==> src/rtl/sdram_command_responder.sv <==
// -----------------------------------------------------------------------------
// sdram_command_responder
//
// Responder end of the MusicBox SDRAM command handshake. It accepts one read or
// write command at a time from the recording/playback initiators. It issues that
// command as a single Avalon-MM master transfer and reports completion back to
// the initiator.
//
// Ports:
//   clock_50Mhz            sole clock, rising edge
//   reset_n                asynchronous active-low reset
//   sdram_inputAddress     command word address (stable while inputValid=1)
//   sdram_writeData        write data
//   sdram_isWriting        1 = write, 0 = read
//   sdram_inputValid       level command request
//   sdram_recievedCommand  one-cycle pulse: command latched
//   sdram_isBusy           command in progress
//   sdram_outputValid      one-cycle pulse: sdram_readData valid
//   sdram_readData         last read result, held until next read completes
//   avm_*                  Avalon-MM master towards the SDRAM controller core
//   error_timeout          sticky: a read gave up waiting for readdatavalid
// -----------------------------------------------------------------------------
module sdram_command_responder #(
    parameter int ADDR_WIDTH     = 25,
    parameter int DATA_WIDTH     = 16,
    parameter int TIMEOUT_CYCLES = 1024
) (
    input  logic                  clock_50Mhz,
    input  logic                  reset_n,
    input  logic [ADDR_WIDTH-1:0] sdram_inputAddress,
    input  logic [DATA_WIDTH-1:0] sdram_writeData,
    input  logic                  sdram_isWriting,
    input  logic                  sdram_inputValid,
    output logic                  sdram_recievedCommand,
    output logic                  sdram_isBusy,
    output logic                  sdram_outputValid,
    output logic [DATA_WIDTH-1:0] sdram_readData,
    output logic [ADDR_WIDTH-1:0] avm_address,
    output logic [DATA_WIDTH-1:0] avm_writedata,
    output logic                  avm_read,
    output logic                  avm_write,
    input  logic                  avm_waitrequest,
    input  logic [DATA_WIDTH-1:0] avm_readdata,
    input  logic                  avm_readdatavalid,
    output logic                  error_timeout
);

    localparam int CNT_W = (TIMEOUT_CYCLES > 1) ? $clog2(TIMEOUT_CYCLES) : 1;
    localparam logic [CNT_W-1:0] CNT_LAST = CNT_W'(TIMEOUT_CYCLES - 1);

    typedef enum logic [1:0] {
        ST_IDLE      = 2'd0,
        ST_ISSUE     = 2'd1,
        ST_WAIT_DATA = 2'd2
    } state_t;

    state_t                state_r;
    state_t                state_nxt_s;

    logic                  armed_r;
    logic [CNT_W-1:0]      cnt_r;
    logic                  is_write_r;
    logic                  recv_r;
    logic                  busy_r;
    logic                  ovalid_r;
    logic [DATA_WIDTH-1:0] rdata_r;
    logic [ADDR_WIDTH-1:0] avm_address_r;
    logic [DATA_WIDTH-1:0] avm_writedata_r;
    logic                  avm_read_r;
    logic                  avm_write_r;
    logic                  err_r;

    logic                  armed_nxt_s;
    logic [CNT_W-1:0]      cnt_nxt_s;
    logic                  is_write_nxt_s;
    logic                  recv_nxt_s;
    logic                  busy_nxt_s;
    logic                  ovalid_nxt_s;
    logic [DATA_WIDTH-1:0] rdata_nxt_s;
    logic [ADDR_WIDTH-1:0] addr_nxt_s;
    logic [DATA_WIDTH-1:0] wdata_nxt_s;
    logic                  avm_read_nxt_s;
    logic                  avm_write_nxt_s;
    logic                  err_nxt_s;

    // A level request is only taken once per assertion: armed must be
    // re-established by seeing inputValid low while idle.
    logic accept_s;
    assign accept_s = (state_r == ST_IDLE) && armed_r && sdram_inputValid;

    assign sdram_recievedCommand = recv_r;
    assign sdram_isBusy          = busy_r;
    assign sdram_outputValid     = ovalid_r;
    assign sdram_readData        = rdata_r;
    assign avm_address           = avm_address_r;
    assign avm_writedata         = avm_writedata_r;
    assign avm_read              = avm_read_r;
    assign avm_write             = avm_write_r;
    assign error_timeout         = err_r;

    // State register.
    always_ff @(posedge clock_50Mhz or negedge reset_n) begin
        if (!reset_n) begin
            state_r <= ST_IDLE;
        end else begin
            state_r <= state_nxt_s;
        end
    end

    // Next-state decode.
    always_comb begin
        state_nxt_s = state_r;
        case (state_r)
            ST_IDLE: begin
                if (accept_s) begin
                    state_nxt_s = ST_ISSUE;
                end else begin
                    state_nxt_s = ST_IDLE;
                end
            end
            ST_ISSUE: begin
                if (avm_waitrequest) begin
                    state_nxt_s = ST_ISSUE;
                end else if (is_write_r || avm_readdatavalid) begin
                    // Writes, and reads whose data returns with the
                    // accepting cycle, finish without visiting WAIT_DATA.
                    state_nxt_s = ST_IDLE;
                end else begin
                    state_nxt_s = ST_WAIT_DATA;
                end
            end
            ST_WAIT_DATA: begin
                if (avm_readdatavalid || (cnt_r == CNT_LAST)) begin
                    state_nxt_s = ST_IDLE;
                end else begin
                    state_nxt_s = ST_WAIT_DATA;
                end
            end
            default: begin
                state_nxt_s = ST_IDLE;
            end
        endcase
    end

    // Next values for the datapath and every registered output.
    always_comb begin
        armed_nxt_s     = armed_r;
        cnt_nxt_s       = cnt_r;
        is_write_nxt_s  = is_write_r;
        addr_nxt_s      = avm_address_r;
        wdata_nxt_s     = avm_writedata_r;
        recv_nxt_s      = 1'b0;
        ovalid_nxt_s    = 1'b0;
        rdata_nxt_s     = rdata_r;
        err_nxt_s       = err_r;
        avm_read_nxt_s  = 1'b0;
        avm_write_nxt_s = 1'b0;
        busy_nxt_s      = (state_nxt_s != ST_IDLE);
        case (state_r)
            ST_IDLE: begin
                if (!sdram_inputValid) begin
                    armed_nxt_s = 1'b1;
                end else if (armed_r) begin
                    armed_nxt_s     = 1'b0;
                    recv_nxt_s      = 1'b1;
                    is_write_nxt_s  = sdram_isWriting;
                    addr_nxt_s      = sdram_inputAddress;
                    wdata_nxt_s     = sdram_writeData;
                    avm_write_nxt_s = sdram_isWriting;
                    avm_read_nxt_s  = ~sdram_isWriting;
                end else begin
                    armed_nxt_s = armed_r;
                end
            end
            ST_ISSUE: begin
                if (avm_waitrequest) begin
                    avm_read_nxt_s  = avm_read_r;
                    avm_write_nxt_s = avm_write_r;
                end else if (is_write_r) begin
                    // Write done; any readdatavalid seen here is stray.
                    cnt_nxt_s = cnt_r;
                end else if (avm_readdatavalid) begin
                    rdata_nxt_s  = avm_readdata;
                    ovalid_nxt_s = 1'b1;
                end else begin
                    cnt_nxt_s = '0;
                end
            end
            ST_WAIT_DATA: begin
                if (avm_readdatavalid) begin
                    rdata_nxt_s  = avm_readdata;
                    ovalid_nxt_s = 1'b1;
                end else if (cnt_r == CNT_LAST) begin
                    // Give up: complete the read with zero data and flag it.
                    rdata_nxt_s  = '0;
                    ovalid_nxt_s = 1'b1;
                    err_nxt_s    = 1'b1;
                end else begin
                    cnt_nxt_s = cnt_r + CNT_W'(1'b1);
                end
            end
            default: begin
                armed_nxt_s = 1'b1;
            end
        endcase
    end

    // Datapath and output registers.
    always_ff @(posedge clock_50Mhz or negedge reset_n) begin
        if (!reset_n) begin
            armed_r         <= 1'b1;
            cnt_r           <= '0;
            is_write_r      <= 1'b0;
            recv_r          <= 1'b0;
            busy_r          <= 1'b0;
            ovalid_r        <= 1'b0;
            rdata_r         <= '0;
            avm_address_r   <= '0;
            avm_writedata_r <= '0;
            avm_read_r      <= 1'b0;
            avm_write_r     <= 1'b0;
            err_r           <= 1'b0;
        end else begin
            armed_r         <= armed_nxt_s;
            cnt_r           <= cnt_nxt_s;
            is_write_r      <= is_write_nxt_s;
            recv_r          <= recv_nxt_s;
            busy_r          <= busy_nxt_s;
            ovalid_r        <= ovalid_nxt_s;
            rdata_r         <= rdata_nxt_s;
            avm_address_r   <= addr_nxt_s;
            avm_writedata_r <= wdata_nxt_s;
            avm_read_r      <= avm_read_nxt_s;
            avm_write_r     <= avm_write_nxt_s;
            err_r           <= err_nxt_s;
        end
    end

endmodule

==> config.mk <==
export PLATFORM = sky130hd
export DESIGN_NAME = sdram_command_responder
export DESIGN_NICKNAME = d
export VERILOG_FILES = /design/src/rtl/sdram_command_responder.sv
export SDC_FILE = /design/constraint.sdc
export NUM_CORES = 1
export LEC_CHECK = 0
export CELL_PAD_IN_SITES_DETAIL_PLACEMENT = 0
export CELL_PAD_IN_SITES_GLOBAL_PLACEMENT = 1
export CORE_MARGIN = 2
export CORE_UTILIZATION = 52
export CTS_CLUSTER_SIZE = 40
export DETAILED_ROUTE_END_ITERATION = 8
export DONT_BUFFER_PORTS = 1
export PLACE_DENSITY = 0.84
export RECOVER_POWER = 25
export SLEW_MARGIN = 25
export SYNTH_ARGS = -nofsm -noshare
export SYNTH_HDL_FRONTEND = slang
export SYNTH_SLANG_ARGS = --single-unit
==> constraint.sdc <==
create_clock -name clock_50Mhz -period 4.35 [get_ports clock_50Mhz]
set_input_delay 1.305 -clock clock_50Mhz [delete_from_list [all_inputs] [get_ports clock_50Mhz]]
set_output_delay 1.305 -clock clock_50Mhz [all_outputs]
set_load 0.01 [all_outputs]
# Word-level counts from Yosys, hierarchy flattened
# Index checks and enable logic that the tools add are counted.
[word_totals]
inputBits = 63
regBits = 77
wordCells = 73
[op_classes]
n_eq_ne = 10
bitwise = 2
reduce_logical = 12
n_addsub = 1
n_mux = 35
[op_table]
columns = ["op", "n"]
rows = [
  ["$mux 16", 5],
  ["$mux 10", 5],
  ["$pmux 16 s2", 1],
  ["$pmux 10 s2", 1],
  ["$mux 1", 15],
  ["$ne 2x2->1 const B", 6],
  ["$add 10x1->10 const B", 1],
  ["$eq 10x10->1 const B", 1],
  ["$pmux 1 s2", 4],
  ["$mux 2", 3],
  ["$pmux 2 s3", 1],
  ["$reduce_and 3->1", 2],
  ["$reduce_and 6->1", 1],
  ["$reduce_and 5->1", 1],
  ["$reduce_bool 2->1", 2],
  ["$ne 3x3->1 const B", 1],
  ["$eq 2x1->1 const B", 1],
  ["$eq 2x2->1 const B", 1],
  ["$logic_and 1x1->1", 2],
  ["$logic_not 2->1", 1],
  ["$logic_or 1x1->1", 2],
  ["$not 1->1", 2],
  ["$reduce_or 2->1", 1],
]

# Longest topological paths before layout
# Gate-level depths: netlist of run 1.
[logic_depth]
word_depth = 6
mapped_depth = 7
ltp_nobuf = 6

# Worst setup path after synthesis of run 1
# Ideal clock, no wire load.
[synth_timing]
kind = "input-to-reg"
from = "in avm_readdatavalid"
to = "reg cnt_r[5]"
path_buffers = 0
slack_ps = 1919
setup_time_ps = 79
required_time_ps = 4271
stages = 4
arrival_ps = 2352
cell_sequence = "nor4b_4 > o22ai_1 > nor4_1 > mux2i_1"
[synth_between]
elab_chain_cells = 2
elab_cells_between_ends = 3
cone_classes = "2 x eq/ne; 1 x reduce/logical"
[synth_rtl]
columns = ["item", "line", "text"]
rows = [
  ["start: declaration", "44", "input logic avm_readdatavalid,"],
  ["$ne 2x2->1 (no line)", "--", ""],
  ["$reduce_and 6->1 (no line) *", "--", ""],
  ["end signal: assignment", "225", "cnt_r <= cnt_nxt_s;"],
  ["end: declaration", "61", "logic [CNT_W-1:0] cnt_r;"],
]
# Mark *: on every way between the ends. The rest lies on a longest branch, timed or not.
# A chain may end at the register's enable or synchronous reset.

# Final worst setup path of run 1
[layout_timing]
from = "in sdram_inputValid"
to = "reg avm_address_r[24], in the netlist avm_address[24]"
[layout_between]
elab_chain_cells = 1
[layout_rtl]
columns = ["item", "line", "text"]
rows = [
  ["start: declaration", "33", "input logic sdram_inputValid,"],
  ["$reduce_and 3->1 (no line)", "--", ""],
  ["end signal: assignment", "231", "avm_address_r <= addr_nxt_s;"],
  ["end: declaration", "67", "logic [ADDR_WIDTH-1:0] avm_address_r;"],
]
# Every way passes these cells.

==> metrics, run 1 <==
status=completed; hold depth=1; HPWL after detailed placement=4500 µm; number of design-rule violations left by the first detailed-router iteration=81; number of synthesized register bits=77; startpoint of the tightest hold check path=cnt_r[8]; via density per instance=6.15; required time at the endpoint of the critical path=around 4.6 ns; Post-CTS Hold Fix Bufs=0; async set-reset flop share out of synthesis=1.00; worst-skew pair later-pin latency=0.34 ns; initial core utilization=0.534; Setup Skew=roughly 0.012 ns; antenna violations before repair=0; wire length of the first global-routing pass=roughly 10000 µm; antenna-violating nets left=0; CP startpoint kind=primary input; total routing usage reported by global routing=0.183; gp weighted congestion=slightly above 0.8; postcts setup bufs=0; number of H-tree branching levels=3; Static Leakage=around 0.0016 µW; data arrival time at the worst-slack endpoint=about 2.9 ns; CTS tree=built; crit-path max FO=22; power density over the cells=roughly 730 mW/mm²; power after layout=roughly 2700 µW; Die Area=approximately 0.0071 mm²; Cell Rows=29; clock transition at the registers of the reported paths=about 0.080 ns; Mapped Nets=320; core utilization of the finished layout=0.578; clock tree buffer depth=2; Clock Sinks=77; number of diodes added for antenna fixing=0; peak supply drop=around 0.00039 V; post-place setup slack=roughly 1.3 ns; count of boundary I/O pins=126; quantity of I/O buffers inserted on ports=0; sequential cell area fraction in the yosys report=0.571; cells resized by post-CTS repair=0; measured slew at the worst slew-check pin=0.728 ns; area delta synth->final=8.12%; number of nets in the finished design=about 320; Hold Path End=cnt_r[8]; critical path capture point type=flop; critical register-to-register path endpoint=avm_address[24]; Chip Height=approximately 85 µm; # Max-Cap Violations=0; total routed wirelength=between 6000 and 7000 µm; Post-Route Setup TNS=0 ns; number of flops mapped to enable cells by yosys=0; warnings from Yosys=0; Fin. Hold Viols=0; number of buffers inserted during clock tree synthesis=9; post-detailed-route wirelength per cell=approximately 19 µm; detailed-route via count=about 2100; cell count after synthesis=approximately 250; Max Fclk=~380 MHz; share of layout cells above drive strength 1=0.351; clock root buffer master=clkbuf_8; Chip Width=84.6 µm; number of design rule violations left after detail routing=0; clock period minus final worst setup slack=about 2.6 ns; number of max-slew violations in the final report=0; final setup slack of the worst path=~1.7 ns; Period Utilization, post-route=0.603; classification of the worst setup path=in -> reg; library cells used by synthesis=55; pin count of the biggest net entering global routing=between 70 and 80; Setup Viol. Count Final=0; Tightest Hold Check Type=reg -> reg; Critical R2R Launch=state_r[0]; worst reg2reg setup slack=approximately 2.0 ns; synthesized area=0.00337 mm²; normalized max-slew margin=0.515; setup repair after global routing missed its margin=false; via count of the first global-routing pass=~2100; depth of the worst register-to-register path=6; total congestion overflow after global routing=0; count of TritonRoute iterations in the first routing pass=4; mean post-synth cell area=13.4 µm²; dominant register cell in the synthesized netlist=dfrtp_1; Core Area=about 0.0063 mm²
-- per-layer routing --
layer	global-route usage	up-vias	share of wire
met1	0.237	1033	0.42
met5	0	-	0
met4	0.0895	0	0.019
li1	-	944	-
met3	0.0541	11	0.065
met2	0.281	78	0.50
-- synthesized netlist by cell type, types with 3 or more instances --
cell	number	area [µm²]
nand2_1	14	52.6
nand3_1	8	40.0
mux2_2	42	473
buf_1	3	11.3
o31ai_1	3	22.5
o21ai_0	7	35.0
ha_1	5	62.6
nand4_1	18	113
dfrtp_1	76	1900
a21oi_1	4	20.0
a21bo_2	15	150
clkbuf_1	3	11.3
inv_1	5	18.8
-- cells in the final DEF, fill, tap and decap left out, types with 2 or more instances in the layout --
master,Yosys,layout
dfrtp_1,76,76
mux2_2,42,42
nand4_1,18,18
a21bo_2,15,15
nand2_1,14,14
clkbuf_8,0,9
nand3_1,8,8
o21ai_0,7,7
inv_1,5,5
ha_1,5,5
a21oi_1,4,4
o31ai_1,3,3
nor2_1,2,2
or2_2,2,2
a21o_2,2,2
mux2i_1,2,2
nor3_1,2,2
nand2b_1,2,2
inv_6,0,2
bufinv_16,0,2
-- metrics by stage --
stage          cells  hold slack (ns)  area, µm²
6_report         336            0.516       3650
5_1_grt          336            0.555       3650
4_1_cts          336            0.520       3650
3_5_place_dp     320            0.507       3430
3_3_place_gp     320            0.495       3430
2_1_floorplan    252            0.476       3370
-- worst max-delay path by stage --
stage / start / endpoint / slack (ns) / depth (start not counted)
detailed placement: sdram_inputValid / avm_address[24] / 1.33 / 4
global placement: sdram_inputValid / avm_address[10] / 1.41 / 4
floorplan: avm_readdatavalid / cnt_r[5] / 1.92 / 4
CTS: sdram_inputValid / avm_address[24] / 1.70 / 4
finish: sdram_inputValid / avm_address[24] / 1.73 / 4
global route: sdram_inputValid / avm_address[24] / 1.58 / 4
-- registers in the layout (all words and copies together), names as in the netlist --
| signal | count |
|---|---|
| armed_r | 1 |
| avm_address | 25 |
| avm_read | 1 |
| avm_write | 1 |
| avm_writedata | 16 |
| cnt_r | 10 |
| error_timeout | 1 |
| is_write_r | 1 |
| sdram_isBusy | 1 |
| sdram_outputValid | 1 |
| sdram_readData | 16 |
| sdram_recievedCommand | 1 |
| state_r | 2 |
-- kinds of logic after synthesis --
logic type,count (synthesis),share of synthesized area
flops,77,0.571
simple gates,59,0.111
compound gates,50,0.130
mux,44,0.146
buf+inv,17,0.0230
fa+ha+maj,5,0.0185
-- area by class of cell --
class,count,area [µm²]
fill,521,2670
sequential,77,1930
multi-input combinational,158,1370
clock buffer,10,128
tap,77,96.3
clock inverter,6,93.8
inverter,7,26.3
timing repair buffer,1,7.51
-- worst max-delay path, stage by stage --
cell,delay (ns)
nand3_1,0.15
clkinv_1,0.61
buf_4,0.47
mux2_2,0.30
-- where the power goes --
part / leakage, µW / internal [µW] / switching, µW
clock: 0.000107 / 328 / 267
combinational: 0.000508 / 394 / 297
sequential: 0.000949 / 1030 / 348
total: 0.00156 / 1750 / 912
No activity file was read; power rests on OpenSTA's default activity.
==> run 2: changes to the inputs <==
Settings changed: CORE_UTILIZATION 52 to 49, PLACE_DENSITY 0.84 to 0.8.
Clock period 4.35 ns to 2.7 ns, I/O delays scaled along.
==> run 2 against run 1 <==
Compared with the run above: register-to-register slack worse by 1.3 ns; die area is 5.8% higher; sequential cell count stayed put; worst hold slack worse by 0.36 ns; design area hardly changed; combinational power is 66% higher; routed wire length is 1.3% higher; clock power is 34% higher; utilization is 3.5 points lower; via count is 0.39% lower; global-route usage is 1.5 points lower; non-clock buffer count is 3 higher; critical endpoint is now cnt_r[5]; highest routed layer unchanged.
==> metrics, run 2 (same netlist as run 1, synthesis figures left out) <==
Fin. Hold Viols=0 (unchanged); gp weighted congestion=0.783 (was 0.807); clock root buffer master=clkbuf_8 (unchanged); classification of the worst setup path=reg -> reg (was in -> reg); data arrival time at the worst-slack endpoint=2.31 ns (was 2.85 ns); measured slew at the worst slew-check pin=0.691 ns (was 0.728 ns); clock period minus final worst setup slack=a little over 2 ns; clock transition at the registers of the reported paths=0.09 ns (was 0.08 ns); worst-skew pair later-pin latency=0.34 ns (about the same); number of diodes added for antenna fixing=0 (unchanged); met2 track utilization from global routing=0.264 (was 0.281); antenna violations before repair=0 (unchanged); status=completed (unchanged); quantity of I/O buffers inserted on ports=0 (unchanged); detailed-route via count=2058 (was 2066); Period Utilization, post-route=0.760; critical register-to-register path endpoint=cnt_r[5] (was avm_address[24]); HPWL after detailed placement=4540 µm (was 4500 µm); top library cells by usage in the layout, fill and taps aside=dfrtp_1 (76), mux2_2 (42), nand4_1 (18), a21bo_2 (15), nand2_1 (14) (unchanged); cells resized by post-CTS repair=0 (unchanged); Post-CTS Hold Fix Bufs=0 (unchanged); layer with the highest usage after global routing=met2 (unchanged); Core Area=0.00672 mm² (was 0.00631 mm²); CP startpoint kind=flop (was primary input); Crit. Startpoint=state_r[1] (was sdram_inputValid); number of buffers inserted during clock tree synthesis=9 (unchanged); commonest non-fill, non-tap cell in the layout=dfrtp_1 (unchanged); Setup Skew=0.00994 ns (was 0.0123 ns); total routed wirelength=6410 µm (was 6320 µm); Die Area=0.00757 mm² (was 0.00715 mm²); Post-Route Setup TNS=0 ns (unchanged); power density over the cells=1140 mW/mm² (was 730 mW/mm²); design area=0.00365 mm² (about the same); Max Fclk=487 MHz; Chip Height=87.0 µm (was 84.6 µm); depth of the worst register-to-register path=6 (unchanged); via density per instance=6.02 (was 6.15); post-detailed-route wirelength per cell=18.7 µm (was 18.8 µm); # Max-Cap Violations=0 (unchanged); clock tree buffer depth=2 (unchanged); met1 Usage GRT=0.218 (was 0.237); number of design rule violations left after detail routing=0 (unchanged); area delta synth->final=8.08% (was 8.12%); count of TritonRoute iterations in the first routing pass=4 (unchanged); count of boundary I/O pins=126 (unchanged); share of layout cells above drive strength 1=0.363 (was 0.351); wire length of the first global-routing pass=9870 µm (was 10400 µm); Static Leakage=0.00156 µW (about the same); worst reg2reg setup slack=0.65 ns (was 1.97 ns); required time at the endpoint of the critical path=2.96 ns (was 4.58 ns); number of H-tree branching levels=3 (unchanged); number of design-rule violations left by the first detailed-router iteration=69 (was 81); number of max-slew violations in the final report=0 (unchanged); normalized max-slew margin=0.528 (was 0.515); pin count of the biggest net entering global routing=78 (unchanged); Cell Rows=30 (was 29); total routing usage reported by global routing=0.167 (was 0.183); number of nets in the finished design=325 (was 322); antenna-violating nets left=0 (unchanged); critical path capture point type=flop (unchanged); Tightest Hold Check Type=in -> async (was reg -> reg); flip-flop count of the largest register after layout=25 (unchanged); instance area at placement=0.00347 mm² (was 0.00343 mm²); initial core utilization=0.502 (was 0.534); crit-path max FO=7 (was 22); peak supply drop=0.000392 V (was 0.000394 V); Worst setup endpoint=cnt_r[5] (was avm_address[24]); setup repair after global routing missed its margin=false (unchanged); Chip Width=87.0 µm (was 84.6 µm); routing usage on met3=0.0521 (was 0.0541); CTS tree=built (unchanged); Clock Sinks=77 (unchanged); Setup Viol. Count Final=0 (unchanged); postcts setup bufs=0 (unchanged); Critical R2R Launch=state_r[1] (was state_r[0]); via count of the first global-routing pass=2028 (was 2084); total congestion overflow after global routing=0 (unchanged)
run 2: cell count changes in the layout (fill, tap and decap cells not counted), sizes merged:
cell and delta:
clkinv +1, clkinvlp +1, bufinv -2, clkbuf -1
buf +3, inv +1
run 2: power breakdown:
group	internal [µW]	switching, µW
logic	660	495
registers	1660	554
clock network	346	451
total	2660	1500
run 2: cell type report:
class	instances	area (µm²)
Fill cell	589	3070
Sequential cell	77	1930
Multi-Input combinational cell	158	1370
Clock buffer	9	124
Tap cell	80	100
Clock inverter	7	57.6
Timing Repair Buffer	4	42.5
Inverter	7	26.3
run 2: critical path, stage by stage (launching register included):
cell and delay (ns):
dfrtp_1 0.41, inv_1 0.08, ha_1 0.31, nor4b_4 0.39, o22ai_1 0.28, nor4_1 0.30, mux2i_1 0.22
run 2: how the worst min path moves through the flow:
stage / start / endpoint / slack [ns] / cells after the start
5_1_grt: reset_n / sdram_readData[4] / 0.12 / 0
4_1_cts: reset_n / avm_address[8] / 0.13 / 0
2_1_floorplan: cnt_r[8] / cnt_r[8] / 0.48 / 1
3_3_place_gp: cnt_r[8] / cnt_r[8] / 0.50 / 1
3_5_place_dp: cnt_r[8] / cnt_r[8] / 0.51 / 1
6_report: reset_n / sdram_readData[4] / 0.16 / 0
run 2: stage by stage:
step                      cells  hold slack (ns)  utilization  total power (µW)  setup slack [ns]
after global routing        342            0.121        0.543              4430             0.362
after floorplan             252            0.476            -              3140             0.764
after CTS                   342            0.132        0.543              4230             0.589
final                       342            0.157        0.543              4160             0.649
after global placement      326            0.497        0.516              3360             0.629
after detailed placement    326            0.512        0.516              3420             0.574
run 2: metal layers:
layer	part of all wire	routed length [µm]
met3	0.064	411
met2	0.50	3200
met4	0.0066	42
met1	0.43	2750
met5	0	0
==> run 3: changes to the inputs <==
Settings changed: CORE_UTILIZATION 49 to 44, PLACE_DENSITY 0.8 to 0.76.
Clock period 2.7 ns to 1.77 ns, I/O delays scaled along.
==> run 3 against run 2 <==
Compared with the run above: the flow now finishes with violations (hold timing); global-route usage up 0.44 points; critical endpoint is now cnt_r[0]; critical path type unchanged; largest cell class unchanged; worst hold slack worse by 0.29 ns; combinational power grew 78%; design area is 8.9% higher.
==> metrics, run 3 (same netlist as run 1, synthesis figures left out) <==
status=finished, violations left (was completed); violated checks=hold timing; Die Area=0.00839 mm² (was 0.00757 mm²); number of nets in the finished design=352 (was 325); required time at the endpoint of the critical path=1.99 ns (was 2.96 ns); total routed wirelength=7270 µm (was 6410 µm); initial core utilization=0.460 (was 0.502); total routing usage reported by global routing=0.172 (was 0.167); count of boundary I/O pins=126 (unchanged); # Max-Cap Violations=0 (unchanged); clock root buffer master=clkbuf_8 (unchanged); flip-flop count of the largest register after layout=25 (unchanged); number of diodes added for antenna fixing=0 (unchanged); top library cells by usage in the layout, fill and taps aside=dfrtp_1 (76), mux2_2 (42), buf_4 (29), nand4_1 (18), a21bo_2 (15) (was dfrtp_1 (76), mux2_2 (42), nand4_1 (18), a21bo_2 (15), nand2_1 (14)); number of max-slew violations in the final report=0 (unchanged); clock transition at the registers of the reported paths=0.09 ns (about the same); via count of the first global-routing pass=2294 (was 2028); filler instances=628 (was 589); total congestion overflow after global routing=0 (unchanged); Clock Sinks=77 (unchanged); commonest non-fill, non-tap cell in the layout=dfrtp_1 (unchanged); CP startpoint kind=flop (unchanged); clock period minus final worst setup slack=1.71 ns (was 2.05 ns); area delta synth->final=17.7% (was 8.08%); number of design rule violations left after detail routing=0 (unchanged); pin count of the biggest net entering global routing=78 (unchanged); post-detailed-route wirelength per cell=18.7 µm (about the same); Chip Height=91.6 µm (was 87.0 µm); Period Utilization, post-route=0.967 (was 0.760); data arrival time at the worst-slack endpoint=1.93 ns (was 2.31 ns); via density per instance=5.73 (was 6.02); worst-skew pair later-pin latency=0.35 ns (was 0.34 ns); register area=0.00193 mm² (unchanged); gp weighted congestion=0.809 (was 0.783); peak supply drop=0.000622 V (was 0.000392 V); number of design-rule violations left by the first detailed-router iteration=127 (was 69); normalized max-slew margin=0.742 (was 0.528); Post-Route Setup TNS=0 ns (unchanged); critical path capture point type=flop (unchanged); Chip Width=91.6 µm (was 87.0 µm); Fin. Hold Viols=76 (was 0); Cell Rows=31 (was 30); detailed-route via count=2223 (was 2058); CTS tree=built (unchanged); multi-input logic area=0.00146 mm² (was 0.00137 mm²); power density over the cells=1680 mW/mm² (was 1140 mW/mm²); Core Area=0.00733 mm² (was 0.00672 mm²); HPWL after detailed placement=5110 µm (was 4540 µm); number of buffers inserted during clock tree synthesis=9 (unchanged); Max Fclk=584 MHz (was 487 MHz); measured slew at the worst slew-check pin=0.387 ns (was 0.691 ns); share of layout cells above drive strength 1=0.457 (was 0.363); post-place setup slack=-0.0320 ns (was 0.574 ns); Setup Viol. Count Final=0 (unchanged); Tightest Hold Check Type=in -> async (unchanged); final setup slack of the worst path=0.0586 ns (was 0.649 ns); worst hold slack=-0.137 ns (was 0.157 ns); crit-path max FO=4 (was 7); antenna violations before repair=0 (unchanged); Static Leakage=0.00173 µW (was 0.00156 µW); classification of the worst setup path=reg -> reg (unchanged); wire length of the first global-routing pass=11300 µm (was 9870 µm); quantity of I/O buffers inserted on ports=0 (unchanged); number of H-tree branching levels=3 (unchanged); count of TritonRoute iterations in the first routing pass=4 (unchanged); antenna-violating nets left=0 (unchanged); clock tree buffer depth=2 (unchanged); Setup Skew=0.00996 ns (was 0.00994 ns)
run 3: what timing repair did:
item / CTS / global route
pin swaps: 0 / 3
endpoints found under the setup margin: 3 / 26
resized for setup: 3 / 12
endpoints found under the hold margin: 76 / 76
buffers inserted: 1 / 2
run 3: final cells by class:
| class | instances | area share |
|---|---|---|
| tap | 99 | 0.0312 |
| timing repair buffer | 31 | 0.0649 |
| inverter | 7 | 0.00661 |
| clock inverter | 7 | 0.0145 |
| clock buffer | 9 | 0.0312 |
| sequential | 77 | 0.485 |
| multi-input combinational | 158 | 0.366 |
run 3: stage by stage:
stage | cells | cell area [µm²] | total power, µW | hold slack, ns | utilization
after floorplan | 252 | 3380 | 4800 | 0.235 | -
after global placement | 369 | 3690 | 5370 | 0.237 | 0.503
after detailed placement | 369 | 3690 | 5460 | 0.237 | 0.503
after CTS | 386 | 3890 | 6720 | -0.154 | 0.531
after global routing | 388 | 3970 | 7100 | -0.158 | 0.542
final | 388 | 3970 | 6660 | -0.137 | 0.542
run 3: worst paths after layout:
| kind | from | endpoint | slack, ns | depth (start not counted) |
|---|---|---|---|---|
| max | state_r[1] | cnt_r[0] | 0.06 | 6 |
| min | reset_n | sdram_readData[3] | -0.14 | 0 |
| max reg2reg | state_r[1] | cnt_r[0] | 0.06 | 6 |
| min reg2reg | cnt_r[8] | cnt_r[8] | 0.53 | 1 |
| max in group asynchronous | reset_n | armed_r | 1.72 | 0 |
| min in group clock_50Mhz | sdram_isWriting | avm_read | 0.27 | 1 |
run 3: report_power, final:
part | internal, µW | switching [µW]
clock network | 528 | 703
registers | 2530 | 850
logic | 1220 | 834
total | 4270 | 2390
run 3: worst max-delay path, cell delays in order (launching register included):
cell	delay, ns
dfrtp_1	0.39
buf_4	0.14
ha_1	0.23
and2b_2	0.26
or2_2	0.32
nand3_1	0.13
o21ai_0	0.10
run 3: metal layers:
metal  vias to the layer above  wire length (µm)  global-route usage
met2                       105              3800               0.291
met4                         0               149              0.0833
met1                      1105              2820               0.200
li1                       1000                 -                   -
met5                         -                 0                   0
met3                        13               492              0.0465
